==> src/rtl/pic_int_sequencer_if.sv <==
// pic_int_sequencer_if: bundle between the PIC control/IRR logic and the interrupt sequencer.
//   i_irr       request register contents        o_int      interrupt request to the CPU
//   i_imr       mask register (1 = masked)       o_irr_clr  one-cycle IRR clear pulse
//   i_inta      active-low acknowledge (async)   o_isr      in-service register
//   i_t_base    vector base (ICW2[7:3])          o_vec      vector {t_base, level}
//   i_aeoi      automatic EOI mode               o_vec_oe   vector drive enable
//   i_rot_aeoi  rotate priority on AEOI          o_busy     sequencer not idle
//   i_eoi_cmd   one-cycle EOI strobe
//   i_eoi_spec  EOI is specific
//   i_eoi_rot   rotate priority on this EOI
//   i_eoi_level level for a specific EOI
// slave: the sequencer side. master: the control logic / CPU side.
interface pic_int_sequencer_if;
    logic [7:0] i_irr;
    logic [7:0] i_imr;
    logic       i_inta;
    logic [4:0] i_t_base;
    logic       i_aeoi;
    logic       i_rot_aeoi;
    logic       i_eoi_cmd;
    logic       i_eoi_spec;
    logic       i_eoi_rot;
    logic [2:0] i_eoi_level;
    logic       o_int;
    logic [7:0] o_irr_clr;
    logic [7:0] o_isr;
    logic [7:0] o_vec;
    logic       o_vec_oe;
    logic       o_busy;

    modport slave (
        input  i_irr, i_imr, i_inta, i_t_base, i_aeoi, i_rot_aeoi,
               i_eoi_cmd, i_eoi_spec, i_eoi_rot, i_eoi_level,
        output o_int, o_irr_clr, o_isr, o_vec, o_vec_oe, o_busy
    );

    modport master (
        output i_irr, i_imr, i_inta, i_t_base, i_aeoi, i_rot_aeoi,
               i_eoi_cmd, i_eoi_spec, i_eoi_rot, i_eoi_level,
        input  o_int, o_irr_clr, o_isr, o_vec, o_vec_oe, o_busy
    );
endinterface

==> src/rtl/pic_int_sequencer.sv <==
// pic_int_sequencer: 8259-style interrupt sequencer.
// Resolves priority of unmasked requests against the in-service register under a rotating
// lowest-priority pointer, raises o_int, runs the two-pulse INTA handshake (ISR set and IRR
// clear on the first pulse, vector drive on the second), and services AEOI and
// specific/non-specific EOI with optional priority rotation.
// Ports:
//   clk    system clock, all state changes on the rising edge
//   reset  asynchronous active-high reset
//   bus    pic_int_sequencer_if.slave, see the interface for the signal list
module pic_int_sequencer #(
    parameter int unsigned NUM_IR       = 8,
    parameter int unsigned RESET_LOWEST = 7
) (
    input  logic                 clk,
    input  logic                 reset,
    pic_int_sequencer_if.slave   bus
);

    typedef enum logic [2:0] {StIdle, StWait1, StAck1, StWait2, StAck2} state_e;

    state_e              r_state, w_state_nxt;
    logic                r_inta_s1, r_inta_s2, r_inta_prev;
    logic                r_int, w_int_nxt;
    logic [NUM_IR-1:0]   r_irr_clr, w_irr_clr_nxt;
    logic [NUM_IR-1:0]   r_isr, w_isr_nxt;
    logic [7:0]          r_vec, w_vec_nxt;
    logic                r_vec_oe, w_vec_oe_nxt;
    logic [2:0]          r_lvl, w_lvl_nxt;
    logic                r_spur, w_spur_nxt;
    logic [2:0]          r_lp, w_lp_nxt;

    logic                w_fall, w_rise;
    logic [NUM_IR-1:0]   w_pend;
    logic [2:0]          w_idx;
    logic [2:0]          w_hp_pend, w_hp_isr;
    logic [3:0]          w_rank_pend, w_rank_isr;
    logic                w_req_ok;
    logic [NUM_IR-1:0]   w_isr_set, w_isr_clr;
    logic [2:0]          w_eoi_tgt;

    // INTA synchroniser plus one extra stage for edge detection; idles high.
    always_ff @(posedge clk or posedge reset) begin
        if (reset) begin
            r_inta_s1   <= 1'b1;
            r_inta_s2   <= 1'b1;
            r_inta_prev <= 1'b1;
        end else begin
            r_inta_s1   <= bus.i_inta;
            r_inta_s2   <= r_inta_s1;
            r_inta_prev <= r_inta_s2;
        end
    end

    assign w_fall = r_inta_prev & ~r_inta_s2;
    assign w_rise = ~r_inta_prev & r_inta_s2;

    // Walk the order lp+1 .. lp+8 backwards so the highest-priority hit is written last.
    // Rank 0 is the highest priority; rank 8 means no bit set.
    always_comb begin
        w_pend      = bus.i_irr & ~bus.i_imr;
        w_idx       = '0;
        w_hp_pend   = '0;
        w_hp_isr    = '0;
        w_rank_pend = 4'd8;
        w_rank_isr  = 4'd8;
        for (int k = int'(NUM_IR); k >= 1; k--) begin
            w_idx = r_lp + 3'(k);
            if (w_pend[w_idx]) begin
                w_hp_pend   = w_idx;
                w_rank_pend = 4'(k - 1);
            end
            if (r_isr[w_idx]) begin
                w_hp_isr   = w_idx;
                w_rank_isr = 4'(k - 1);
            end
        end
    end

    // Fully nested: a request only wins if strictly above everything in service.
    assign w_req_ok = (w_pend != '0) && ((r_isr == '0) || (w_rank_pend < w_rank_isr));

    always_comb begin
        w_state_nxt   = r_state;
        w_int_nxt     = r_int;
        w_irr_clr_nxt = '0;
        w_vec_nxt     = r_vec;
        w_vec_oe_nxt  = r_vec_oe;
        w_lvl_nxt     = r_lvl;
        w_spur_nxt    = r_spur;
        w_lp_nxt      = r_lp;
        w_isr_set     = '0;
        w_isr_clr     = '0;
        w_eoi_tgt     = '0;

        unique case (r_state)
            StIdle: begin
                if (w_req_ok) begin
                    w_int_nxt   = 1'b1;
                    w_state_nxt = StWait1;
                end
            end
            StWait1: begin
                if (w_fall) begin
                    w_int_nxt   = 1'b0;
                    w_state_nxt = StAck1;
                    if (w_req_ok) begin
                        w_lvl_nxt                = w_hp_pend;
                        w_spur_nxt               = 1'b0;
                        w_isr_set[w_hp_pend]     = 1'b1;
                        w_irr_clr_nxt[w_hp_pend] = 1'b1;
                    end else begin
                        // Request vanished before the acknowledge: spurious IR7 vector.
                        w_lvl_nxt  = 3'd7;
                        w_spur_nxt = 1'b1;
                    end
                end
            end
            StAck1: begin
                if (w_rise) begin
                    w_state_nxt = StWait2;
                end
            end
            StWait2: begin
                if (w_fall) begin
                    w_vec_nxt    = {bus.i_t_base, r_lvl};
                    w_vec_oe_nxt = 1'b1;
                    w_state_nxt  = StAck2;
                end
            end
            StAck2: begin
                if (w_rise) begin
                    w_vec_oe_nxt = 1'b0;
                    w_state_nxt  = StIdle;
                    if (bus.i_aeoi && !r_spur) begin
                        w_isr_clr[r_lvl] = 1'b1;
                        if (bus.i_rot_aeoi) begin
                            w_lp_nxt = r_lvl;
                        end
                    end
                end
            end
            default: begin
                w_state_nxt = StIdle;
            end
        endcase

        // EOI target comes from the pre-update ISR; set and clear both apply this cycle.
        w_eoi_tgt = bus.i_eoi_spec ? bus.i_eoi_level : w_hp_isr;
        if (bus.i_eoi_cmd && (bus.i_eoi_spec || (r_isr != '0))) begin
            w_isr_clr[w_eoi_tgt] = 1'b1;
            if (bus.i_eoi_rot) begin
                w_lp_nxt = w_eoi_tgt;
            end
        end

        w_isr_nxt = (r_isr & ~w_isr_clr) | w_isr_set;
    end

    always_ff @(posedge clk or posedge reset) begin
        if (reset) begin
            r_state <= StIdle;
        end else begin
            r_state <= w_state_nxt;
        end
    end

    always_ff @(posedge clk or posedge reset) begin
        if (reset) begin
            r_int     <= 1'b0;
            r_irr_clr <= '0;
            r_isr     <= '0;
            r_vec     <= '0;
            r_vec_oe  <= 1'b0;
            r_lvl     <= '0;
            r_spur    <= 1'b0;
            r_lp      <= 3'(RESET_LOWEST);
        end else begin
            r_int     <= w_int_nxt;
            r_irr_clr <= w_irr_clr_nxt;
            r_isr     <= w_isr_nxt;
            r_vec     <= w_vec_nxt;
            r_vec_oe  <= w_vec_oe_nxt;
            r_lvl     <= w_lvl_nxt;
            r_spur    <= w_spur_nxt;
            r_lp      <= w_lp_nxt;
        end
    end

    assign bus.o_int     = r_int;
    assign bus.o_irr_clr = r_irr_clr;
    assign bus.o_isr     = r_isr;
    assign bus.o_vec     = r_vec;
    assign bus.o_vec_oe  = r_vec_oe;
    assign bus.o_busy    = (r_state != StIdle);

endmodule

==> src/flat_wrapper.sv <==
// flat-port wrapper written by rule: the top's interface ports become plain ports
module pic_int_sequencer_flat 
#(
    parameter int unsigned NUM_IR       = 8,
    parameter int unsigned RESET_LOWEST = 7
)
  (clk, reset, bus_i_irr, bus_i_imr, bus_i_inta, bus_i_t_base, bus_i_aeoi, bus_i_rot_aeoi, bus_i_eoi_cmd, bus_i_eoi_spec, bus_i_eoi_rot, bus_i_eoi_level, bus_o_int, bus_o_irr_clr, bus_o_isr, bus_o_vec, bus_o_vec_oe, bus_o_busy);
  pic_int_sequencer_if bus_i ();
  input  logic clk;
  input  logic reset;
  input wire logic [$bits(bus_i.i_irr)-1:0] bus_i_irr;
  input wire logic [$bits(bus_i.i_imr)-1:0] bus_i_imr;
  input wire logic [$bits(bus_i.i_inta)-1:0] bus_i_inta;
  input wire logic [$bits(bus_i.i_t_base)-1:0] bus_i_t_base;
  input wire logic [$bits(bus_i.i_aeoi)-1:0] bus_i_aeoi;
  input wire logic [$bits(bus_i.i_rot_aeoi)-1:0] bus_i_rot_aeoi;
  input wire logic [$bits(bus_i.i_eoi_cmd)-1:0] bus_i_eoi_cmd;
  input wire logic [$bits(bus_i.i_eoi_spec)-1:0] bus_i_eoi_spec;
  input wire logic [$bits(bus_i.i_eoi_rot)-1:0] bus_i_eoi_rot;
  input wire logic [$bits(bus_i.i_eoi_level)-1:0] bus_i_eoi_level;
  output wire logic [$bits(bus_i.o_int)-1:0] bus_o_int;
  output wire logic [$bits(bus_i.o_irr_clr)-1:0] bus_o_irr_clr;
  output wire logic [$bits(bus_i.o_isr)-1:0] bus_o_isr;
  output wire logic [$bits(bus_i.o_vec)-1:0] bus_o_vec;
  output wire logic [$bits(bus_i.o_vec_oe)-1:0] bus_o_vec_oe;
  output wire logic [$bits(bus_i.o_busy)-1:0] bus_o_busy;
  assign bus_i.i_irr = bus_i_irr;
  assign bus_i.i_imr = bus_i_imr;
  assign bus_i.i_inta = bus_i_inta;
  assign bus_i.i_t_base = bus_i_t_base;
  assign bus_i.i_aeoi = bus_i_aeoi;
  assign bus_i.i_rot_aeoi = bus_i_rot_aeoi;
  assign bus_i.i_eoi_cmd = bus_i_eoi_cmd;
  assign bus_i.i_eoi_spec = bus_i_eoi_spec;
  assign bus_i.i_eoi_rot = bus_i_eoi_rot;
  assign bus_i.i_eoi_level = bus_i_eoi_level;
  assign bus_o_int = bus_i.o_int;
  assign bus_o_irr_clr = bus_i.o_irr_clr;
  assign bus_o_isr = bus_i.o_isr;
  assign bus_o_vec = bus_i.o_vec;
  assign bus_o_vec_oe = bus_i.o_vec_oe;
  assign bus_o_busy = bus_i.o_busy;
  pic_int_sequencer #(.NUM_IR(NUM_IR), .RESET_LOWEST(RESET_LOWEST)) u_core (.clk(clk), .reset(reset), .bus(bus_i));
endmodule
==> config.mk <==
export PLATFORM = sky130hd
export DESIGN_NAME = pic_int_sequencer_flat
export DESIGN_NICKNAME = d
export VERILOG_FILES = /design/src/rtl/pic_int_sequencer_if.sv /design/src/rtl/pic_int_sequencer.sv /design/src/flat_wrapper.sv
export SDC_FILE = /design/constraint.sdc
export NUM_CORES = 1
export LEC_CHECK = 0
export ABC_AREA = 1
export BUFFER_PORTS_ARGS = -buffer_cell sky130_fd_sc_hd__buf_2
export CORE_MARGIN = 4
export CORE_UTILIZATION = 51
export CTS_CLUSTER_SIZE = 14
export DETAILED_ROUTE_END_ITERATION = 12
export PLACE_DENSITY = 0.76
export SLEW_MARGIN = 20
export SYNTH_ARGS = -nofsm -noshare
export SYNTH_HDL_FRONTEND = slang
export SYNTH_SLANG_ARGS = --single-unit
==> constraint.sdc <==
create_clock -name clk -period 3.7 [get_ports clk]
set_clock_uncertainty 0.2 [all_clocks]
set_input_delay 0.185 -clock clk [delete_from_list [all_inputs] [get_ports clk]]
set_output_delay 0.185 -clock clk [all_outputs]
set_load 0.01 [all_outputs]
Word level (Yosys, flattened, before mapping). Index checks and enable logic that the tools add are counted. Widths: inputs -> output; s select.

Order comparisons: 15. Reductions and logical operators: 21. Eq/ne operators: 9. $add $sub $neg: 7. Bitwise operators: 10. Mux-type cells: 98.

Operators with widths (count): $mux 3 (29); $mux 4 (16); $mux 8 (7); $bmux 1 s3 (16); $lt 3x4->1 const B (11); $mux 1 (24); $and 8x8->8 (2); $not 8->8 (2); $or 8x8->8 (2); $reduce_bool 8->1 (2); $pmux 3 s5 (1); $add 3x3->3 const B (4); $ne 2x1->1 const B (5); $demux 1 s3 (3); $ge 3x1->1 const B (3); $logic_not 8->1 (1); $add 3x2->3 const B (2); $eq 3x2->1 const B (2); $logic_and 1x1->1 (6); $reduce_and 3->1 (2); $reduce_and 5->1 (1); $lt 4x4->1 (1); $pmux 1 s2 (2); $reduce_and 2->1 (2); 10 further kinds (14).

Bits of input ports: 32. Register bits: 39. Output and inout port bits: 27.

Longest topological paths before layout. Gate-level depths: netlist of the first run.

Depth in word-level cells: 20. Depth in mapped cells: 27. Gate-level depth less buffers: 25.

Worst setup path after synthesis of the first run. No wires, ideal clock.

Kind: reg2reg. From: register u_core.r_lp[1]. To: register u_core.r_state[0]. Path slack: 0.284 ns. Arrival: 3.099 ns. Required time: 3.383 ns. Cell stages (with the launch flop): 25. Clock period less this slack: 3.416 ns. Cell sequence: dfstp_2 > inv_1 > buf_2 > ha_1 > buf_4 > inv_2 > buf_4 > nand3_1 > nand2_1 > nor2_1 > inv_1 > o21ai_2 > nor2_1 > nand2_1 > nor2_1 > inv_1 > ha_1 > a21oi_1 > nand2_1 > nand2_2 > nand2_4 > nand2_1 > nand3_1 > nand2_1 > nand2_1.

Word-level cells in the longest chain between the ends: 15.

RTL lines: from (decl) (line pic_int_sequencer.sv:30) `logic [2:0] r_lp, w_lp_nxt;`; from (signal assigned) (line pic_int_sequencer.sv:176) `r_lp <= 3'(RESET_LOWEST);`; from (signal assigned) (line pic_int_sequencer.sv:185) `r_lp <= w_lp_nxt;`; $add 3x3->3 (tied with other cells) (line pic_int_sequencer.sv:67) `w_idx = r_lp + 3'(k);`; $bmux 1 s3 (tied with other cells) (line pic_int_sequencer.sv:68) `if (w_pend[w_idx]) begin`; $mux 1 (not written as such) (tied with other cells) (line pic_int_sequencer.sv:68); $mux 4, on equally long branches (7 in series) (line pic_int_sequencer.sv:68, pic_int_sequencer.sv:72); $lt 4x4->1 * (line pic_int_sequencer.sv:80) `assign w_req_ok = (w_pend != '0) && ((r_isr == '0) || (w_rank_pend < w_rank_isr));`; $logic_or 1x1->1 * (line pic_int_sequencer.sv:80); $logic_and 1x1->1 * (line pic_int_sequencer.sv:80); $ne 2x1->1 (no line) *; $reduce_and 5->1 (no line) *; to (signal assigned) (line pic_int_sequencer.sv:161) `r_state <= StIdle;`; to (signal assigned) (line pic_int_sequencer.sv:163) `r_state <= w_state_nxt;`; to (decl) (line pic_int_sequencer.sv:21) `state_e r_state, w_state_nxt;`.

Mark *: on every way between the ends. The rest lies on a longest branch, timed or not. The select of a mux whose other input is x is not followed. A chain may end at the register's enable or synchronous reset.

Final worst setup path of the first run.
From: register u_core.r_lp[0]. To: register u_core.r_isr[7], in the netlist u_core.bus.o_isr[7].

Word-level cells in the longest chain between the ends: 20.

RTL lines: $add 3x3->3 / $bmux 1 s3 (equally long branches) (line pic_int_sequencer.sv:67, pic_int_sequencer.sv:72); $bmux 1 s3 / $mux 1 (equally long branches) (line pic_int_sequencer.sv:72) `if (r_isr[w_idx]) begin`; $mux 1 (not written as such) / $mux 3 (equally long branches) (line pic_int_sequencer.sv:72); $mux 3 (7 in series) (line pic_int_sequencer.sv:72); $mux 3 (line pic_int_sequencer.sv:148) `w_eoi_tgt = bus.i_eoi_spec ? bus.i_eoi_level : w_hp_isr;`; $lt 3x4->1 (not written as such) / $ge 3x1->1 (equally long branches) (line pic_int_sequencer.sv:150) `w_isr_clr[w_eoi_tgt] = 1'b1;`; $logic_and 1x1->1 (not written as such) (line pic_int_sequencer.sv:150); $mux 1 (not written as such) (line pic_int_sequencer.sv:150); $demux 1 s3; $or 8x8->8 (no line); $mux 8 (line pic_int_sequencer.sv:149) `if (bus.i_eoi_cmd && (bus.i_eoi_spec || (r_isr != '0))) begin`; $not 8->8 (line pic_int_sequencer.sv:156) `w_isr_nxt = (r_isr & ~w_isr_clr) | w_isr_set;`; $and 8x8->8 (line pic_int_sequencer.sv:156); $or 8x8->8 * (line pic_int_sequencer.sv:156); via u_core.w_isr_nxt[7] (line pic_int_sequencer.sv:25) `logic [NUM_IR-1:0] r_isr, w_isr_nxt;`; to (signal assigned) (line pic_int_sequencer.sv:180) `r_isr <= w_isr_nxt;`; to (decl) (line pic_int_sequencer.sv:25).

Mark *: on every way through the listed nets, which the timed path passes. The rest lies on a longest branch. The select of a mux whose other input is x is not followed.

==> summary.txt, run 1 <==
Critical path
  • Critical Path AT: 3400 ps
  • WS Path Type: flip-flop to flip-flop
  • Worst setup SP type: flip-flop
  • Crit Path Max Fanout: 18
  • CP required: around 3700 ps
  • CP endpoint kind: flip-flop

Final layout
  • Layout cell share with drive strength beyond 1: a little under a fifth
  • Fillcell total: around 550
  • Ant. Diodes: 0
  • Final nets: ~590
  • Area grow syn2layout: 18.6%
  • Footprint of the multi-input gates: about 1800 µm²
  • Register area: approximately 980 µm²

CTS
  • CTS Buf Count: 5
  • Clock Latency Late Sink: 290 ps
  • CTS tree: done
  • H-tree levels: 2
  • Clock transition at path regs: 80 ps
  • Postcts setup bufs: 0
  • CTS root buffer: clkbuf_8
  • Clock Tree Buf Depth: 2
  • Clk sinks: 39

Timing
  • Slew HR: roughly 61%
  • Hold Violations, Final: 0
  • Final Max Tran Viols: 0
  • Setup ws final: a little over 300 ps
  • Final critical-path share of the clock period: 91.8%
  • Setup TNS: 0 ps
  • Setup Viol. Count Final: 0
  • Tmin final: approximately 3400 ps
  • Tightest Pin Transition: between 500 and 600 ps
  • Max Clock Freq: between 0.2 and 0.3 GHz
  • RSZ-0062 raised after global routing: false

Yosys
  • Yosys warns: 0
  • Syn nets: roughly 520
  • Yosys top cell by area: dfrtp_1
  • Synth top area share: approximately a quarter
  • Unique masters post-synth: 39
  • Synth top cells by count: nand2_1, nand3_1, inv_1
  • FFs w/ async S/R, synth: 100%
  • Post-synthesis sequential area ratio: between 30% and 40%
  • Predominant post-synthesis flop cell: dfrtp_1
  • Top-count cell post-synth: nand2_1
  • Post-Syn Area: around 3100 µm²
  • Number of synthesized flops with an enable pin: 0
  • Seq cells post-synth: 39
  • Ranking of synthesized cells by area: dfrtp_1, nand2_1, nand3_1, inv_1, nor2_1
  • Syn Area/Cell: about 6.4 µm²
  • Cells after synthesis: 481

Global routing
  • Initial antenna violation count: 0
  • Grt ovf: 0
  • Vias in the first global route: 3,371
  • First-pass GRT wire length: around 15,000 µm
  • Largest net degree at the start of global routing: 31
  • All-Layer GR Usage: 24.2%

Run status
  • Status: finished, final reports clean

Detailed routing
  • Antenna-violating nets left: 0
  • Vias/cell: 5.44
  • Met3 WL post-DR: between 400 and 500 µm
  • WL final: around 8500 µm
  • DR iter-0 viols: between 150 and 200
  • Wl on met1: around 3500 µm
  • Total number of vias: between 3k and 4k
  • DRC violations left: 0
  • Top sig layer: met4
  • Detailed Routing Iterations Pass 1: 5
  • WL/cell: roughly 14 µm
  • DR WL met2: between 4000 and 5000 µm

Die
  • Row cnt: 28
  • Die X: around 86 µm
  • Die ar.: 7380 µm²
  • Die height: about 86 µm
  • Core ar.: 5920 µm²
  • Num ports: 59
  • Initial Utilization: 52.3%

Worst hold path
  • Worst Hold Class: input port to flip-flop

Flow run
  • Max capacitance violation total: 0

Placement
  • GP Congestion: between 0.9 and 1
  • Setup WS pre-CTS: approximately 220 ps
  • IO Port Bufs: a little under 60
  • HPWL after DPL: between 6000 and 7000 µm
==> state kept, by name, indices dropped and copies added, names as in the netlist <==
name / flops
u_core.r_lp: 3
u_core.r_lvl: 3
u_core.r_spur: 1
u_core.bus.o_vec: 8
u_core.bus.o_vec_oe: 1
u_core.bus.o_int: 1
u_core.r_inta_s1: 1
u_core.bus.o_irr_clr: 8
u_core.r_inta_prev: 1
u_core.r_state: 3
u_core.bus.o_isr: 8
u_core.r_inta_s2: 1
==> critical path, cell delays in order, from the launching register on <==
cell and delay, ps:
dfstp_2 540, inv_2 130, ha_4 320, buf_4 170
nand3_1 80, nand2_1 140, nor2_1 90, nor2_4 150
inv_1 70, o31ai_1 230, nand2_1 100, ha_1 280
nand2_1 70, nand2_1 60, nand2_1 60, nand2_1 50
nand2_2 80, nand2_4 70, nor2_8 150, nand2_4 100
o21bai_1 170
==> per-stage QoR <==
stage	instances	hold slack [ps]	util, %	cell area [µm²]
floorplan	481	-10.5	-	3090
global placement	611	92.0	58.4	3460
detailed placement	611	91.7	58.4	3460
CTS	625	0.590	61.4	3640
global route	626	61.4	62.0	3670
finish	626	34.7	62.0	3670
==> layer usage <==
metal	global-route usage, %	up-vias
met5	0	-
met4	9.06	0
met3	2.79	26
met2	44.4	136
met1	28.8	1550
li1	-	1692
==> cell families after synthesis <==
family          share of synthesized area (%)
compound gates                           14.2
xor+xnor                                 1.86
fa+ha+maj                                2.02
buf+inv                                  9.83
flops                                    31.8
simple gates                             40.4
==> layout make-up <==
type	count	area share, %
Multi-Input combinational cell	369	49.8
Clock buffer	6	2.25
Sequential cell	39	26.8
Tap cell	75	2.56
Inverter	64	6.61
Timing Repair Buffer	71	11.0
Clock inverter	2	0.955
==> cell usage in the layout, fill, tap and decap left out, types with 2 or more instances in the layout <==
cell type	count
a21boi_0	2
a21oi_1	22
a22oi_1	4
a31oi_1	2
buf_2	58
buf_4	6
clkbuf_8	6
dfrtp_1	33
dfstp_2	6
dlygate4sd3_1	7
ha_1	4
inv_1	58
inv_2	5
nand2_1	143
nand2_2	3
nand2_4	3
nand3_1	69
nand4_1	3
nor2_1	53
nor2_2	3
nor3_1	6
o211ai_1	4
o21a_1	2
o21ai_0	17
o21ai_1	3
o21bai_1	8
o22ai_1	3
xor2_2	2
==> repair_timing <==
item / in CTS / in global routing
endpoints found under the setup margin: 0 / 19
resized for setup: 0 / 5
endpoints found under the hold margin: 6 / 26
hold buffers: 6 / 1
==> final timing paths <==
kind                                   from             endpoint  slack, ps  cells after the start
max                          u_core.r_lp[0]  u_core.bus.o_isr[7]        300                     20
min reg2reg                u_core.r_inta_s1     u_core.r_inta_s2        160                      0
max reg2reg                  u_core.r_lp[0]  u_core.bus.o_isr[7]        300                     20
min in group asynchronous             reset  u_core.bus.o_isr[4]        300                      3
max in group asynchronous             reset     u_core.r_inta_s2       2350                      4
min                           bus_i_eoi_rot       u_core.r_lp[2]         30                      4
Power of run 1 is left out: the tool's default activity adds up to more than one toggle a clock period on the data nets, which glitch-free logic cannot reach.
==> run 2: changes to the inputs <==
Settings changed: HOLD_SLACK_MARGIN set to 0.06.
==> run 2 against run 1 <==
Against the previous run:
- core utilization grew 0.17 points
- clock-buffer cell count unchanged
- first-iteration DRC count grew 1.6%
- cell area up 0.27%
- via count down 0.15%
- largest cell class unchanged
- global-route usage is essentially flat
- critical path depth is the same
- worst hold slack better by 120 ps
==> summary.txt, run 2 (synthesized netlist as in run 1, its figures left out) <==
Flow run
  • Max capacitance violation total: 0 (unchanged)

Critical path
  • WP buf/inv: 3 (unchanged)
  • Worst path slowest cell: dfstp_2
  • Critical Path AT: 3420 ps (+20 ps)
  • Critical-path cell list: inv_2 > ha_4 > buf_4 > nand3_1 > nand2_1 > nor2_1 > nor2_4 > inv_1 > o31ai_1 > nand2_1 > ha_1 > nand2_1 > nand2_1 > nand2_1 > nand2_1 > nand2_2 > nand2_4 > nor2_8 > nand2_4 > o21bai_1
  • Delay-heaviest family, CP: simple AND/OR/NAND/NOR gates
  • Crit Path Max Fanout: 18 (unchanged)
  • CP required: 3710 ps (about the same)
  • Critical Path Max Stage Delay: 540 ps (about the same)
  • Cell mode on critical path: nand2_1
  • CP endpoint kind: flip-flop
  • Worst setup SP type: flip-flop
  • WS Path Type: flip-flop to flip-flop

CTS
  • CTS tree: done
  • Clock Tree Buf Depth: 2 (unchanged)
  • Clock Latency Late Sink: 290 ps (about the same)
  • H-tree levels: 2 (unchanged)
  • CTS root buffer: clkbuf_8
  • Clk sinks: 39 (unchanged)
  • Clock transition at path regs: 80 ps (about the same)
  • CTS Buf Count: 5 (unchanged)
  • Postcts setup bufs: 0 (unchanged)

Final layout
  • Commonest non-fill, non-tap cells in the layout: nand2_1, nand3_1, inv_1, buf_2, nor2_1
  • Layout cell share with drive strength beyond 1: 18.7% (-0.034 points)
  • Ant. Diodes: 0 (unchanged)
  • Commonest non-fill, non-tap cell in the layout: nand2_1
  • Final nets: 588 (+0.17%)
  • Fillcell total: 553 (-0.18%)
  • Area grow syn2layout: 18.9%

Detailed routing
  • Total number of vias: 3,399 (-0.15%)
  • Detailed Routing Iterations Pass 1: 5 (unchanged)
  • WL/cell: 13.6 µm (+0.28%)
  • Antenna-violating nets left: 0 (unchanged)
  • Vias/cell: 5.42 (-0.31%)
  • DR iter-0 viols: 196 (+1.6%)
  • WL final: 8530 µm (+0.44%)
  • DRC violations left: 0 (unchanged)

Die
  • Core ar.: 5920 µm² (unchanged)
  • Die X: 85.9 µm (unchanged)
  • Row cnt: 28 (unchanged)
  • Die ar.: 7380 µm² (unchanged)
  • Initial Utilization: 52.3% (unchanged)
  • Die height: 85.9 µm (unchanged)
  • Num ports: 59 (unchanged)

Placement
  • HPWL after DPL: 6620 µm (unchanged)
  • IO Port Bufs: 58 (unchanged)
  • GP Congestion: 0.932 (unchanged)

Timing
  • Slew HR: 60.3% (-0.24 points)
  • Tightest Pin Transition: 594 ps (+3.65 ps)
  • Setup Viol. Count Final: 0 (unchanged)
  • Final Max Tran Viols: 0 (unchanged)
  • Setup TNS: 0 ps (unchanged)
  • Tmin final: 3410 ps (+8.32 ps)
  • RSZ-0062 raised after global routing: false
  • Hold Violations, Final: 0 (unchanged)
  • Final critical-path share of the clock period: 92.0% (+0.22 points)
  • Max Clock Freq: 0.294 GHz (-0.24%)

Worst hold path
  • Worst Hold Class: input port to flip-flop

Global routing
  • Initial antenna violation count: 0 (unchanged)
  • All-Layer GR Usage: 24.3% (+0.040 points)
  • First-pass GRT wire length: 14,700 µm (+0.19%)
  • Largest net degree at the start of global routing: 31 (unchanged)
  • Vias in the first global route: 3,376 (+0.15%)
  • Grt ovf: 0 (unchanged)

Run status
  • Status: finished, final reports clean
[run 2: cell count changes in the layout (fill, tap and decap cells not counted)]
cell and change:
dlygate4sd3_1 +1
[run 2: final timing paths]
kind                                         start                   to  slack [ps]  cells after the start
worst min-delay path            bus_i_eoi_level[0]       u_core.r_lp[0]         150                      5
max in group asynchronous                    reset   u_core.r_inta_prev        2350                      4
worst max register to register      u_core.r_lp[0]  u_core.bus.o_isr[2]         290                     20
min in group asynchronous                    reset  u_core.bus.o_isr[1]         300                      3
worst max-delay path                u_core.r_lp[0]  u_core.bus.o_isr[2]         290                     20
worst min register to register    u_core.r_inta_s1     u_core.r_inta_s2         160                      0
[run 2: metal layers]
metal / vias up / global-route usage [%] / routed length [µm]
li1: 1692 / - / -
met2: 130 / 44.4 / 4370
met5: - / 0 / 0
met4: 0 / 9.06 / 226
met3: 22 / 2.79 / 475
met1: 1555 / 28.9 / 3450
[run 2: layout make-up]
type	count	area, µm²	area share (%)
Timing Repair Buffer	72	415	11.3
Sequential cell	39	983	26.7
Clock inverter	2	35.0	0.952
Inverter	64	243	6.60
Tap cell	75	93.8	2.55
Multi-Input combinational cell	369	1830	49.6
Clock buffer	6	82.6	2.24
[run 2: worst min-delay path, stage by stage]
cell and delay (ps):
buf_2 80, nand2_1 70, nand2_1 90, o21ai_0 110, inv_1 80
[run 2: repair_timing]
item                                    CTS  global route
resized for setup                         0             5
endpoints found under the setup margin    0            19
hold buffers                              8             0
endpoints found under the hold margin    33             0
[run 2: per-stage QoR]
step / util [%] / hold slack, ps / worst slack [ps] / cell area (µm²) / instances
global route: 62.2 / 165 / 7.50 / 3680 / 627
finish: 62.2 / 154 / 295 / 3680 / 627
global placement: 58.4 / 92.0 / 336 / 3460 / 611
floorplan: - / -10.5 / 284 / 3090 / 481
CTS: 61.8 / 162 / 195 / 3660 / 627
detailed placement: 58.4 / 91.7 / 217 / 3460 / 611
Power of run 2 is left out for the same reason.
